===== src/rtl/button_repeat_ctrl.sv =====
// Synchronises, debounces and arbitrates the two servo pushbuttons into one-cycle inc/dec pulses.
// Build with AUTOREPEAT_EN defined for hold-to-repeat; otherwise one pulse per press.
module button_repeat_ctrl #(
    parameter int unsigned DEBOUNCE_CYCLES = 10_000,
    parameter int unsigned REPEAT_DELAY    = 5_000_000,
    parameter int unsigned REPEAT_PERIOD   = 1_000_000,
    parameter bit          ACTIVE_LOW      = 1'b1
) (
    input  logic clk,
    input  logic rst,
    input  logic pb_inc,
    input  logic pb_dec,
    output logic inc_pulse,
    output logic dec_pulse,
    output logic busy
);

    localparam int unsigned CW           = $clog2(DEBOUNCE_CYCLES + 1);
    localparam logic [1:0]  RELEASED_LVL = {2{ACTIVE_LOW}};

    // Elaboration-time parameter sanity checks
    if (DEBOUNCE_CYCLES < 2) begin : g_bad_debounce
        $error("DEBOUNCE_CYCLES must be at least 2");
    end
    if (REPEAT_DELAY < 2) begin : g_bad_delay
        $error("REPEAT_DELAY must be at least 2");
    end
    if (REPEAT_PERIOD < 2) begin : g_bad_period
        $error("REPEAT_PERIOD must be at least 2");
    end

`ifdef AUTOREPEAT_EN
    localparam int unsigned TMAX = (REPEAT_DELAY > REPEAT_PERIOD) ? REPEAT_DELAY : REPEAT_PERIOD;
    localparam int unsigned TW   = $clog2(TMAX + 1);

    typedef enum logic [1:0] {
        ST_IDLE,
        ST_DELAY,
        ST_REPEAT,
        ST_LOCKOUT
    } state_e;
`else
    typedef enum logic [1:0] {
        ST_IDLE,
        ST_HELD,
        ST_LOCKOUT
    } state_e;
`endif

    // Bit 0 is the increment button, bit 1 the decrement button throughout.
    logic [1:0]    sync1_q;
    logic [1:0]    sync2_q;
    logic [1:0]    press_c;
    logic [1:0]    deb_q;
    logic [1:0]    deb_d;
    logic [CW-1:0] cnt_q [2];
    logic [CW-1:0] cnt_d [2];

    state_e        state_q;
    state_e        state_d;
    logic          dir_q;
    logic          dir_d;
    logic          fire_c;
    logic          own_c;
    logic          other_c;
`ifdef AUTOREPEAT_EN
    logic [TW-1:0] timer_q;
    logic [TW-1:0] timer_d;
`endif

    logic          inc_pulse_q;
    logic          inc_pulse_d;
    logic          dec_pulse_q;
    logic          dec_pulse_d;
    logic          busy_q;
    logic          busy_d;

    // Two-flop synchroniser, reset to the released level so a held button re-qualifies
    always_ff @(posedge clk or negedge rst) begin
        if (!rst) begin
            sync1_q <= RELEASED_LVL;
            sync2_q <= RELEASED_LVL;
        end else begin
            sync1_q <= {pb_dec, pb_inc};
            sync2_q <= sync1_q;
        end
    end

    assign press_c = sync2_q ^ RELEASED_LVL;

    // Debouncer: level flips only after DEBOUNCE_CYCLES consecutive differing samples
    always_comb begin
        deb_d = deb_q;
        for (int i = 0; i < 2; i++) begin
            cnt_d[i] = '0;
            if (press_c[i] != deb_q[i]) begin
                if (cnt_q[i] == CW'(DEBOUNCE_CYCLES - 1)) begin
                    deb_d[i] = ~deb_q[i];
                end else begin
                    cnt_d[i] = cnt_q[i] + CW'(1);
                end
            end
        end
    end

    always_ff @(posedge clk or negedge rst) begin
        if (!rst) begin
            deb_q    <= '0;
            cnt_q[0] <= '0;
            cnt_q[1] <= '0;
        end else begin
            deb_q    <= deb_d;
            cnt_q[0] <= cnt_d[0];
            cnt_q[1] <= cnt_d[1];
        end
    end

    assign own_c   = dir_q ? deb_q[1] : deb_q[0];
    assign other_c = dir_q ? deb_q[0] : deb_q[1];

    // State register and registered outputs
    always_ff @(posedge clk or negedge rst) begin
        if (!rst) begin
            state_q     <= ST_IDLE;
            dir_q       <= 1'b0;
`ifdef AUTOREPEAT_EN
            timer_q     <= '0;
`endif
            inc_pulse_q <= 1'b0;
            dec_pulse_q <= 1'b0;
            busy_q      <= 1'b0;
        end else begin
            state_q     <= state_d;
            dir_q       <= dir_d;
`ifdef AUTOREPEAT_EN
            timer_q     <= timer_d;
`endif
            inc_pulse_q <= inc_pulse_d;
            dec_pulse_q <= dec_pulse_d;
            busy_q      <= busy_d;
        end
    end

    // Next-state logic; lockout and release take priority over a due pulse
    always_comb begin
        state_d = state_q;
        dir_d   = dir_q;
        fire_c  = 1'b0;
`ifdef AUTOREPEAT_EN
        timer_d = (timer_q != '0) ? timer_q - TW'(1) : '0;
        case (state_q)
            ST_IDLE: begin
                if (deb_q == 2'b11) begin
                    state_d = ST_LOCKOUT;
                    timer_d = '0;
                end else if (deb_q != 2'b00) begin
                    fire_c  = 1'b1;
                    dir_d   = deb_q[1];
                    state_d = ST_DELAY;
                    timer_d = TW'(REPEAT_DELAY - 1);
                end
            end
            ST_DELAY, ST_REPEAT: begin
                if (other_c) begin
                    state_d = ST_LOCKOUT;
                    timer_d = '0;
                end else if (!own_c) begin
                    state_d = ST_IDLE;
                    timer_d = '0;
                end else if (timer_q == '0) begin
                    fire_c  = 1'b1;
                    state_d = ST_REPEAT;
                    timer_d = TW'(REPEAT_PERIOD - 1);
                end
            end
            ST_LOCKOUT: begin
                if (deb_q == 2'b00) begin
                    state_d = ST_IDLE;
                    timer_d = '0;
                end
            end
            default: begin
                state_d = ST_IDLE;
                timer_d = '0;
            end
        endcase
`else
        case (state_q)
            ST_IDLE: begin
                if (deb_q == 2'b11) begin
                    state_d = ST_LOCKOUT;
                end else if (deb_q != 2'b00) begin
                    fire_c  = 1'b1;
                    dir_d   = deb_q[1];
                    state_d = ST_HELD;
                end
            end
            ST_HELD: begin
                if (other_c) begin
                    state_d = ST_LOCKOUT;
                end else if (!own_c) begin
                    state_d = ST_IDLE;
                end
            end
            ST_LOCKOUT: begin
                if (deb_q == 2'b00) begin
                    state_d = ST_IDLE;
                end
            end
            default: begin
                state_d = ST_IDLE;
            end
        endcase
`endif
    end

    // Output decode; a single fire plus a direction bit keeps inc/dec exclusive
    always_comb begin
        busy_d      = (state_d != ST_IDLE);
        inc_pulse_d = fire_c & ~dir_d;
        dec_pulse_d = fire_c & dir_d;
    end

    assign inc_pulse = inc_pulse_q;
    assign dec_pulse = dec_pulse_q;
    assign busy      = busy_q;

endmodule


===== config.mk =====
export PLATFORM = sky130hd
export DESIGN_NAME = button_repeat_ctrl
export DESIGN_NICKNAME = d
export VERILOG_FILES = /design/src/rtl/button_repeat_ctrl.sv
export SDC_FILE = /design/constraint.sdc
export NUM_CORES = 1
export LEC_CHECK = 0
export BUFFER_PORTS_ARGS = -buffer_cell sky130_fd_sc_hd__buf_4
export CAP_MARGIN = 40
export CORE_MARGIN = 3
export CORE_UTILIZATION = 53
export CTS_CLUSTER_DIAMETER = 80
export CTS_CLUSTER_SIZE = 30
export DETAILED_ROUTE_END_ITERATION = 10
export PLACE_DENSITY = 0.7
export SYNTH_ARGS = -nofsm -noshare
export SYNTH_HDL_FRONTEND = slang
export SYNTH_SLANG_ARGS = --single-unit

===== constraint.sdc =====
create_clock -name clk -period 3.53 [get_ports clk]
set_clock_uncertainty 0.1 [all_clocks]
set_input_delay 0.5295 -clock clk [delete_from_list [all_inputs] [get_ports clk]]
set_output_delay 0.5295 -clock clk [all_outputs]
set_load 0.02 [all_outputs]

==> run metrics, run 1 <==
cts repair resizes 0; Slew Viols, Final 0; CP arrival between 2 and 2.5 ns; DRT Pass-1 Iters 5; Peak VDD IR 0.000235 V; Setup-failing EPs final 0; Cell Rows 20; Fill cells just under 300; Setup WS post-layout between 1.5 and 2 ns; via count approximately 1300; area delta synth->final 6.70%; Post-CTS Setup Repair Bufs 0; Fin. Hold Viols 0; kind of critical path reg2reg; # IOs 7; leakage power 0.847 nW; post-synthesis cell type count 26; initial antenna violation count 0; max_cap viols 0; fin crit share around 57%; final wirelength ~3.2 mm; FF-to-FF setup slack 1.52 ns; Worst R2R Start cnt_q[6]; Worst-path clk slew 0.11 ns; worst slew pin tran 0.475 ns; Multi-input gate area 795 sq um; worst r2r path cells 4; Inserted Diodes 0; register area share after synthesis between 50% and 60%; CTS H-tree lvls 2; Worst EP required roughly 3.7 ns; placed wire-length estimate 2.24 mm; Antenna Nets Post-Route 0; status completed; Synth Flop Type dfrtp_1; first-pass GRT wire length around 5.7 mm; Mapped Area 0.00187 sq mm; worst hold slack approximately 0.032 ns; Startpoint Class flip-flop; Yosys reg bits 40; number of global-route vias before repair between 1000 and 1500; Place WS roughly 1.5 ns; crit path time final between 2 and 2.5 ns; Max-slew headroom between 60% and 70%; worst skew pair latency approximately 0.34 ns; DR iter-0 viols 90; largest net degree at the start of global routing 41; cts hold-fix bufs 0; Syn Nets ~190; RSZ-0062 raised after global routing no; Setup crit end kind flip-flop; fraction of registers with async set/reset 100%; Port Buffer Count 6; CTS Sinks 40; Global Route Usage Sum around 18%; HP Class in2async; fin util 62.2%; Crit Reg-Reg Endpoint cnt_q[3]; Mapped Cells between 150 and 200; Area contributors post-synth dfrtp_1, xnor2_1, nor2_1, dfstp_2, xor2_1; top-area cell type share of the netlist area ~48%; area leader, netlist dfrtp_1; Nets slightly below 200; # DRC 0; Initial Utilization about 60%; gpl congestion approximately 0.77; CTS Buffer Depth 2; Root Buffer clkbuf_4; Non-Filler Instances about 240; aggregate global routing overflow 0; total CTS buffers 5; fmax 0.499 GHz; chip height around 65 um; fraction of layout instances using a drive strength above 1 11.0%; die width 65.4 um; setup_tns 0 ns; core box area about 0.0032 sq mm; DP Cell Count 227; CTS tree done; DR WL/cell ~13 um; vias per std cell roughly 5.4; Post-synth EDFFs 0; Die Area approximately 0.0043 sq mm; Avg Synthesized Cell Area 10.4 sq um; cell area power density approximately 370 mW/mm^2; YS warnings 0; highest fanout seen on the critical path 13; FF/Latch Area a little over 0.001 sq mm
[power by group]
part / internal, mW / total (mW) / switching (mW)
combinational: 0.00887 / 0.0263 / 0.0175
sequential: 0.468 / 0.476 / 0.00861
clock: 0.0984 / 0.238 / 0.140
[state kept, by name (all words and copies together) (netlist names)]
register,flops
busy,1
sync1_q,2
sync2_q,2
dir_q,1
state_q,2
dec_pulse,1
inc_pulse,1
cnt_q,28
deb_q,2
[cells in the final DEF, fill, tap and decap left out, types with 6 or more instances in the layout]
| master | count |
|---|---|
| nor3_1 | 10 |
| dfrtp_1 | 36 |
| inv_1 | 9 |
| buf_4 | 6 |
| xnor2_1 | 18 |
| nand3_1 | 7 |
| nand4_1 | 8 |
| xor2_1 | 8 |
| nor2_1 | 33 |
| nand2_1 | 10 |
[synthesized netlist by cell type, drive strengths merged, types with 3 or more instances]
cell type and count:
a21oi 4, and3 4, dfrtp 36, dfstp 4
ha 5, inv 9, nand2 12, nand3 7
nand4 8, nor2 33, nor3 10, nor4 3
o21ai 5, xnor2 18, xor2 8
[cells by family (layout without fill, tap and decap cells)]
| kind of cell | count (synthesis) | after routing | share of synthesized area (%) |
|---|---|---|---|
| flip-flops | 40 | 40 | 53.9 |
| multiplexers | 1 | 1 | 0.536 |
| buffers and inverters | 12 | 23 | 3.62 |
| AO/OA/AOI/OAI | 10 | 10 | 2.75 |
| AND/OR/NAND/NOR | 86 | 86 | 23.7 |
| adder cells (fa/ha/maj) | 5 | 5 | 3.35 |
| XOR/XNOR | 26 | 26 | 12.2 |
[metrics by stage]
stage | total power, mW | cell area, sq um
CTS | 0.748 | 1990
global route | 0.782 | 1990
detailed placement | 0.512 | 1930
finish | 0.741 | 1990
floorplan | 0.499 | 1870
global placement | 0.511 | 1930
[how the worst max path moves through the flow]
stage | from | to | slack [ns] | depth (start not counted)
after floorplan | cnt_q[11] | cnt_q[10] | 1.61 | 5
after global placement | cnt_q[6] | cnt_q[8] | 1.59 | 4
after detailed placement | cnt_q[6] | cnt_q[3] | 1.54 | 4
after CTS | cnt_q[6] | cnt_q[3] | 1.53 | 4
after global routing | deb_q[0] | dec_pulse | 1.39 | 6
final | cnt_q[6] | cnt_q[3] | 1.52 | 4
[area by class of cell]
cell class | instances | area share [%]
Tap cell | 44 | 2.76
Multi-Input combinational cell | 128 | 39.9
Sequential cell | 40 | 50.5
Inverter | 9 | 1.69
Timing Repair Buffer | 6 | 2.26
Clock buffer | 8 | 2.95
[critical path, stage by stage (launching register included)]
cell and delay, ns:
dfrtp_1 0.44, or4b_1 0.53, or4_4 0.59, nand2_4 0.17, nor2_1 0.08
[metal layers]
layer	routed length, um	global-route usage [%]	vias to the layer above	share of wire [%]
li1	-	-	623	-
met1	1480	22.1	620	47
met2	1520	28.4	23	48
met3	105	4.62	7	3.3
met4	51	7.77	0	1.6
met5	0	0	-	0
Note: power is estimated with default switching activity, not from simulation.
==> run 2, diff against run 1 <==
--- a/config.mk
+++ b/config.mk
@@ -5,6 +5,7 @@
 export SDC_FILE = /design/constraint.sdc
 export NUM_CORES = 1
 export LEC_CHECK = 0
+export ABC_AREA = 1
 export BUFFER_PORTS_ARGS = -buffer_cell sky130_fd_sc_hd__buf_4
 export CAP_MARGIN = 40
 export CORE_MARGIN = 3
==> constraint.sdc (replaced) <==
create_clock -name clk -period 2 [get_ports clk]
set_clock_uncertainty 0.1 [all_clocks]
set_input_delay 0.3 -clock clk [delete_from_list [all_inputs] [get_ports clk]]
set_output_delay 0.3 -clock clk [all_outputs]
set_load 0.02 [all_outputs]
==> run 2 against run 1 <==
Net effect:
- register-to-register slack worse by 1.0 ns
- wire length up 8.2%
- area after synthesis up 9.4%
- power up 110%
- final cell count up 28%
- highest routed layer unchanged
==> run metrics, run 2 <==
status completed (unchanged); FF-to-FF setup slack 0.48 ns (was 1.52 ns); max FFs per register 28 (unchanged); Port Buffer Count 6 (unchanged); CP max stage delay 0.47 ns (was 0.59 ns); aggregate global routing overflow 0 (unchanged); setup_tns 0 ns (unchanged); RSZ-0062 raised after global routing no (unchanged); die width 68.1 um (was 65.4 um); Setup WS post-layout 0.483 ns (was 1.52 ns); worst r2r path cells 7 (was 4); HP Class reg2reg (was in2async); Crit path top cell by count nand2_1; worst skew pair latency 0.29 ns (was 0.34 ns); CTS Sinks 40 (unchanged); # DRC 0 (unchanged); Peak VDD IR 0.000546 V (was 0.000235 V); DRT Pass-1 Iters 7 (was 5); kind of critical path reg2reg (unchanged); M1 WL 1.72 mm (was 1.48 mm); vias per std cell 5.04 (was 5.42); number of global-route vias before repair 1404 (was 1288); Die Area 0.00464 sq mm (was 0.00427 sq mm); first-pass GRT wire length 6.10 mm (was 5.69 mm); largest net degree at the start of global routing 41 (unchanged); chip height 68.1 um (was 65.4 um); cell area power density 679 mW/mm^2 (was 372 mW/mm^2); area delta synth->final 12.2% (was 6.70%); CP max-delay cell dfrtp_1 (was or4_4); Root Buffer clkbuf_8 (was clkbuf_4); Cell Rows 21 (was 20); Reg with most FFs cnt_q (unchanged); crit path time final 1.52 ns (was 2.01 ns); Antenna Nets Post-Route 0 (unchanged); gpl congestion 0.900 (was 0.770); total CTS buffers 5 (unchanged); core box area 0.00352 sq mm (was 0.00320 sq mm); final wirelength 3.43 mm (was 3.17 mm); Place WS 0.513 ns (was 1.54 ns); DR WL/cell 11.4 um (was 13.5 um); area leader, netlist dfrtp_1 (unchanged); Worst-path clk slew 0.08 ns (was 0.11 ns); Startpoint Class flip-flop (unchanged); most frequent cells in the layout nor2_1, nand2_1, dfrtp_1 (was dfrtp_1, nor2_1, xnor2_1); Synth Flop Type dfrtp_1 (unchanged); delay-heaviest family, CP flip-flops (was simple AND/OR/NAND/NOR gates); Yosys reg bits 40 (unchanged); Avg Synthesized Cell Area 8.58 sq um (was 10.4 sq um); fraction of registers with async set/reset 100% (unchanged); CTS H-tree lvls 2 (unchanged); Global Route Usage Sum 17.7% (was 17.6%); # IOs 7 (unchanged); Non-Filler Instances 301 (was 235); YS warnings 0 (unchanged); Worst R2R Start deb_q[0] (was cnt_q[6]); FF/Latch Area 0.00101 sq mm (unchanged); DP Cell Count 290 (was 227); max_cap viols 0 (unchanged); Max-slew headroom 67.6% (was 68.3%); Setup crit end kind flip-flop (unchanged); most frequent cell after synthesis nor2_1 (was dfrtp_1); top-area cell type share of the netlist area 44.1% (was 48.2%); Hold Path Origin sync1_q[0]; CTS tree done (unchanged); WL met3 186 um (was 105 um); Bufs and invs on worst path 1 (was 0); topmost layer with routed signal wires met4 (unchanged); Area contributors post-synth dfrtp_1, nor2_1, nand2_1, dfstp_2, nand3_1 (was dfrtp_1, xnor2_1, nor2_1, dfstp_2, xor2_1); Post-synth EDFFs 0 (unchanged); Syn Nets 247 (was 189); fraction of layout instances using a drive strength above 1 16.5% (was 11.0%); top post-synthesis cells by count nor2_1, nand2_1, dfrtp_1 (was dfrtp_1, nor2_1, xnor2_1); met2 WL post-DR 1.48 mm (was 1.52 mm); CP arrival 1.61 ns (was 2.14 ns); Inserted Diodes 0 (unchanged); Initial Utilization 58.0% (was 58.3%); Slew Viols, Final 0 (unchanged); commonest non-fill, non-tap cell in the layout nor2_1 (was dfrtp_1); leakage power 1.03 nW (was 0.847 nW); Mapped Area 0.00204 sq mm (was 0.00187 sq mm); Multi-input gate area 932 sq um (was 795 sq um); fmax 0.659 GHz (was 0.499 GHz); highest fanout seen on the critical path 5 (was 13); Crit Reg-Reg Endpoint dec_pulse (was cnt_q[3]); Fill cells 306 (was 289); initial antenna violation count 0 (unchanged); via count 1518 (was 1273); Nets 263 (was 199); hold depth 0; register area share after synthesis 49.2% (was 53.9%); Mapped Cells 238 (was 180); Worst EP required 2.09 ns (was 3.66 ns); cts repair resizes 0 (unchanged); Hold EP sync2_q[0]; fin crit share 75.9% (was 56.8%); cells along the critical path inv_1 -> ha_1 -> nor2_1 -> nand2_1 -> nand2_1 -> o21ai_2 -> and3_1 (was or4b_1 -> or4_4 -> nand2_4 -> nor2_1); placed wire-length estimate 2.47 mm (was 2.24 mm); worst slew pin tran 0.486 ns (was 0.475 ns); Setup-failing EPs final 0 (unchanged); DR iter-0 viols 76 (was 90); post-synthesis cell type count 30 (was 26); CTS Buffer Depth 2 (unchanged); Fin. Hold Viols 0 (unchanged)
run 2: changes by cell type in the layout (fill, tap and decap cells not counted), moves of 5 or more:
cell	change
nor2_2	+5
nand2_1	+27
nand3_1	+14
clkbuf_4	-5
inv_1	+15
xnor2_1	-16
nor2_1	+16
run 2: power by group:
part           leakage (nW)  switching [mW]  internal, mW
combinational         0.431          0.0366        0.0228
sequential            0.540          0.0105         0.825
clock                0.0583           0.286         0.375
run 2: layout make-up:
cell class	count	share of cell area, %
repair buffers	9	3.28
well taps	46	2.51
clock inverters	3	2.07
clock buffers	5	3.00
inverters	28	4.59
multi-input cells	170	40.7
flip-flops and latches	40	43.9
run 2: worst max path at each step:
stage | to | cells after the start | from | slack (ns)
2_1_floorplan | dec_pulse | 7 | deb_q[1] | 0.59
3_3_place_gp | dec_pulse | 7 | deb_q[0] | 0.54
3_5_place_dp | dec_pulse | 7 | deb_q[0] | 0.51
4_1_cts | inc_pulse | 7 | deb_q[0] | 0.48
5_1_grt | inc_pulse | 7 | deb_q[0] | 0.36
6_report | dec_pulse | 7 | deb_q[0] | 0.48
run 2: cells by family after synthesis:
group	count (synthesis)	synth area share, %
xor+xnor	8	4.72
flops	40	49.2
buf+inv	28	5.14
compound gates	16	4.84
fa+ha+maj	5	3.06
simple gates	141	33.0
run 2: repair_timing:
item | in CTS | in global routing
endpoints found under the hold margin | 37 | 1
hold buffers | 2 | 1
buffers inserted | 0 | 0
run 2: metal layers:
metal / up-vias / global-route usage, %
met4: 0 / 5.21
met5: - / 0
met2: 34 / 25.6
met1: 684 / 24.8
met3: 5 / 6.73
li1: 795 / -
run 2: metrics by stage:
step	power, mW	hold WS [ns]	area (sq um)	util, %
floorplan	0.881	-0.0956	2040	-
detailed placement	0.909	0.205	2150	60.9
global route	1.63	0.268	2290	65.1
CTS	1.58	0.00130	2280	64.8
finish	1.56	0.262	2290	65.1
global placement	0.908	0.202	2150	60.9
==> run 3, diff against run 2 <==
==> constraint.sdc (replaced) <==
create_clock -name clk -period 1.55 [get_ports clk]
set_clock_uncertainty 0.1 [all_clocks]
set_input_delay 0.2325 -clock clk [delete_from_list [all_inputs] [get_ports clk]]
set_output_delay 0.2325 -clock clk [all_outputs]
set_load 0.02 [all_outputs]
==> run 3 against run 2 <==
Net effect:
- final cell count grew 1.3%
- hold slack worse by 0.0035 ns
- sequential share of layout area shrank 0.50 points
- die area unchanged
- via count grew 2.0%
- highest routed layer unchanged
- design area up 1.1%
- combinational power grew 33%
- global-route usage grew 0.86 points
- critical path depth is 1 higher
==> run metrics, run 3 (synthesis gave the netlist of run 2 again) <==
most frequent cells in the layout nor2_1, dfrtp_1, nand2_1 (was nor2_1, nand2_1, dfrtp_1); topmost layer with routed signal wires met4 (unchanged); CP max stage delay 0.38 ns (was 0.47 ns); Root Buffer clkbuf_8 (unchanged); Bufs and invs on worst path 1 (unchanged); cells along the critical path ha_1 -> nand2_2 -> nor2_8 -> inv_2 -> nor2_4 -> nand2_4 -> nand2_4 -> nor2_1 (was inv_1 -> ha_1 -> nor2_1 -> nand2_1 -> nand2_1 -> o21ai_2 -> and3_1); setup_tns 0 ns (unchanged); worst skew pair latency 0.29 ns (about the same); CTS Buffer Depth 2 (unchanged); die width 68.1 um (unchanged); P_sw 0.403 mW (was 0.333 mW); Seq pwr share 54.6% (was 53.7%); highest fanout seen on the critical path 7 (was 5); WL met3 113 um (was 186 um); Die Area 0.00464 sq mm (unchanged); Startpoint Class flip-flop (unchanged); CTS tree done (unchanged); Global Route Usage Sum 18.6% (was 17.7%); number of global-route vias before repair 1447 (was 1404); aggregate global routing overflow 0 (unchanged); M1 WL 1.81 mm (was 1.72 mm); crit path time final 1.44 ns (was 1.52 ns); Inserted Diodes 0 (unchanged); first-pass GRT wire length 6.43 mm (was 6.10 mm); Worst EP required 1.62 ns (was 2.09 ns); core box area 0.00352 sq mm (unchanged); total CTS buffers 5 (unchanged); largest net degree at the start of global routing 41 (unchanged); worst slew pin tran 0.487 ns (was 0.486 ns); Antenna Nets Post-Route 0 (unchanged); max FFs per register 28 (unchanged); Peak VDD IR 0.000484 V (was 0.000546 V); internal power 1.57 mW (was 1.22 mW); Non-Filler Instances 305 (was 301); max_cap viols 0 (unchanged); Post-CTS Setup Repair Bufs 0 (unchanged); Comb pwr share 4.0% (was 3.8%); commonest non-fill, non-tap cell in the layout nor2_1 (unchanged); clock share of power 41.4% (was 42.5%); Cell Rows 21 (unchanged); CTS H-tree lvls 2 (unchanged); # DRC 0 (unchanged); DR WL/cell 11.5 um (was 11.4 um); via count 1549 (was 1518); Max-slew headroom 67.5% (was 67.6%); fin crit share 93.2% (was 75.9%); DR iter-0 viols 64 (was 76); leakage power 1.05 nW (was 1.03 nW); cell area power density 853 mW/mm^2 (was 679 mW/mm^2); Setup-failing EPs final 0 (unchanged); Worst-path clk slew 0.07 ns (was 0.08 ns); Initial Utilization 58.0% (unchanged); CP max-delay cell dfrtp_1 (unchanged); Setup crit end kind flip-flop (unchanged); worst hold slack 0.258 ns (was 0.262 ns); area delta synth->final 13.5% (was 12.2%); gpl congestion 0.842 (was 0.900); CTS Sinks 40 (unchanged); final wirelength 3.51 mm (was 3.43 mm); status completed (unchanged); Crit path top cell by count nand2_4 (was nand2_1); HP Class reg2reg (unchanged); DRT Pass-1 Iters 5 (was 7); fmax 0.692 GHz (was 0.659 GHz); delay-heaviest family, CP simple AND/OR/NAND/NOR gates (was flip-flops); kind of critical path reg2reg (unchanged); placed wire-length estimate 2.50 mm (was 2.47 mm); met2 WL post-DR 1.54 mm (was 1.48 mm); DP Cell Count 294 (was 290); RSZ-0062 raised after global routing no (unchanged); Port Buffer Count 6 (unchanged); CP arrival 1.52 ns (was 1.61 ns); switching share of power 20.4% (was 21.4%); fraction of layout instances using a drive strength above 1 18.1% (was 16.5%); Nets 267 (was 263); initial antenna violation count 0 (unchanged); chip height 68.1 um (unchanged); # IOs 7 (unchanged); vias per std cell 5.08 (was 5.04); Fin. Hold Viols 0 (unchanged); Slew Viols, Final 0 (unchanged); Reg with most FFs cnt_q (unchanged)
-- run 3: cell types whose count changed in the layout (fill, tap and decap cells not counted) --
cell,delta
nand2_2,+2
clkbuf_1,+1
nand2_1,-2
clkinv_4,-2
buf_4,+4
clkinv_2,+1
-- run 3: final cells by class --
class	instances	area, sq um
Tap cell	46	57.6
Multi-Input combinational cell	170	937
Fill cell	322	1200
Clock inverter	2	35.0
Timing Repair Buffer	13	105
Clock buffer	6	72.6
Inverter	28	105
Sequential cell	40	1010
-- run 3: metal layers --
| layer | global-route usage [%] | vias to the layer above |
|---|---|---|
| met3 | 4.27 | 4 |
| met1 | 26.2 | 712 |
| met5 | 0 | - |
| met2 | 27.7 | 27 |
| met4 | 7.44 | 0 |
| li1 | - | 806 |
-- run 3: power groups by stage --
stage / Sequential (mW) / Clock [mW] / Combinational, mW
finish: 1.08 / 0.819 / 0.0788
global route: 1.08 / 0.889 / 0.0902
CTS: 1.08 / 0.844 / 0.0815
detailed placement: 1.10 / 0 / 0.0750
global placement: 1.10 / 0 / 0.0748
floorplan: 1.10 / 0 / 0.0399
-- run 3: worst paths after layout --
kind	slack [ns]	depth (start not counted)	start	end
worst max register to register	0.11	8	cnt_q[0]	cnt_q[0]
worst min-delay path	0.26	0	sync1_q[1]	sync2_q[1]
worst max-delay path	0.11	8	cnt_q[0]	cnt_q[0]
min in group asynchronous	0.35	2	rst	cnt_q[5]
worst min register to register	0.26	0	sync1_q[1]	sync2_q[1]
max in group asynchronous	0.64	2	rst	sync2_q[1]
-- run 3: through the flow --
stage / power [mW] / setup slack (ns) / instance area, sq um / util, %
after global routing: 2.06 / 0.00820 / 2320 / 65.8
after global placement: 1.17 / 0.151 / 2180 / 61.8
after CTS: 2.00 / 0.0816 / 2310 / 65.7
after floorplan: 1.14 / 0.144 / 2040 / -
final: 1.98 / 0.105 / 2320 / 65.8
after detailed placement: 1.17 / 0.121 / 2180 / 61.8
-- run 3: repair_timing --
item,CTS,global route
hold buffers,3,0
resized for setup,0,2
hold endpoints to repair,38,0
endpoints found under the setup margin,0,5
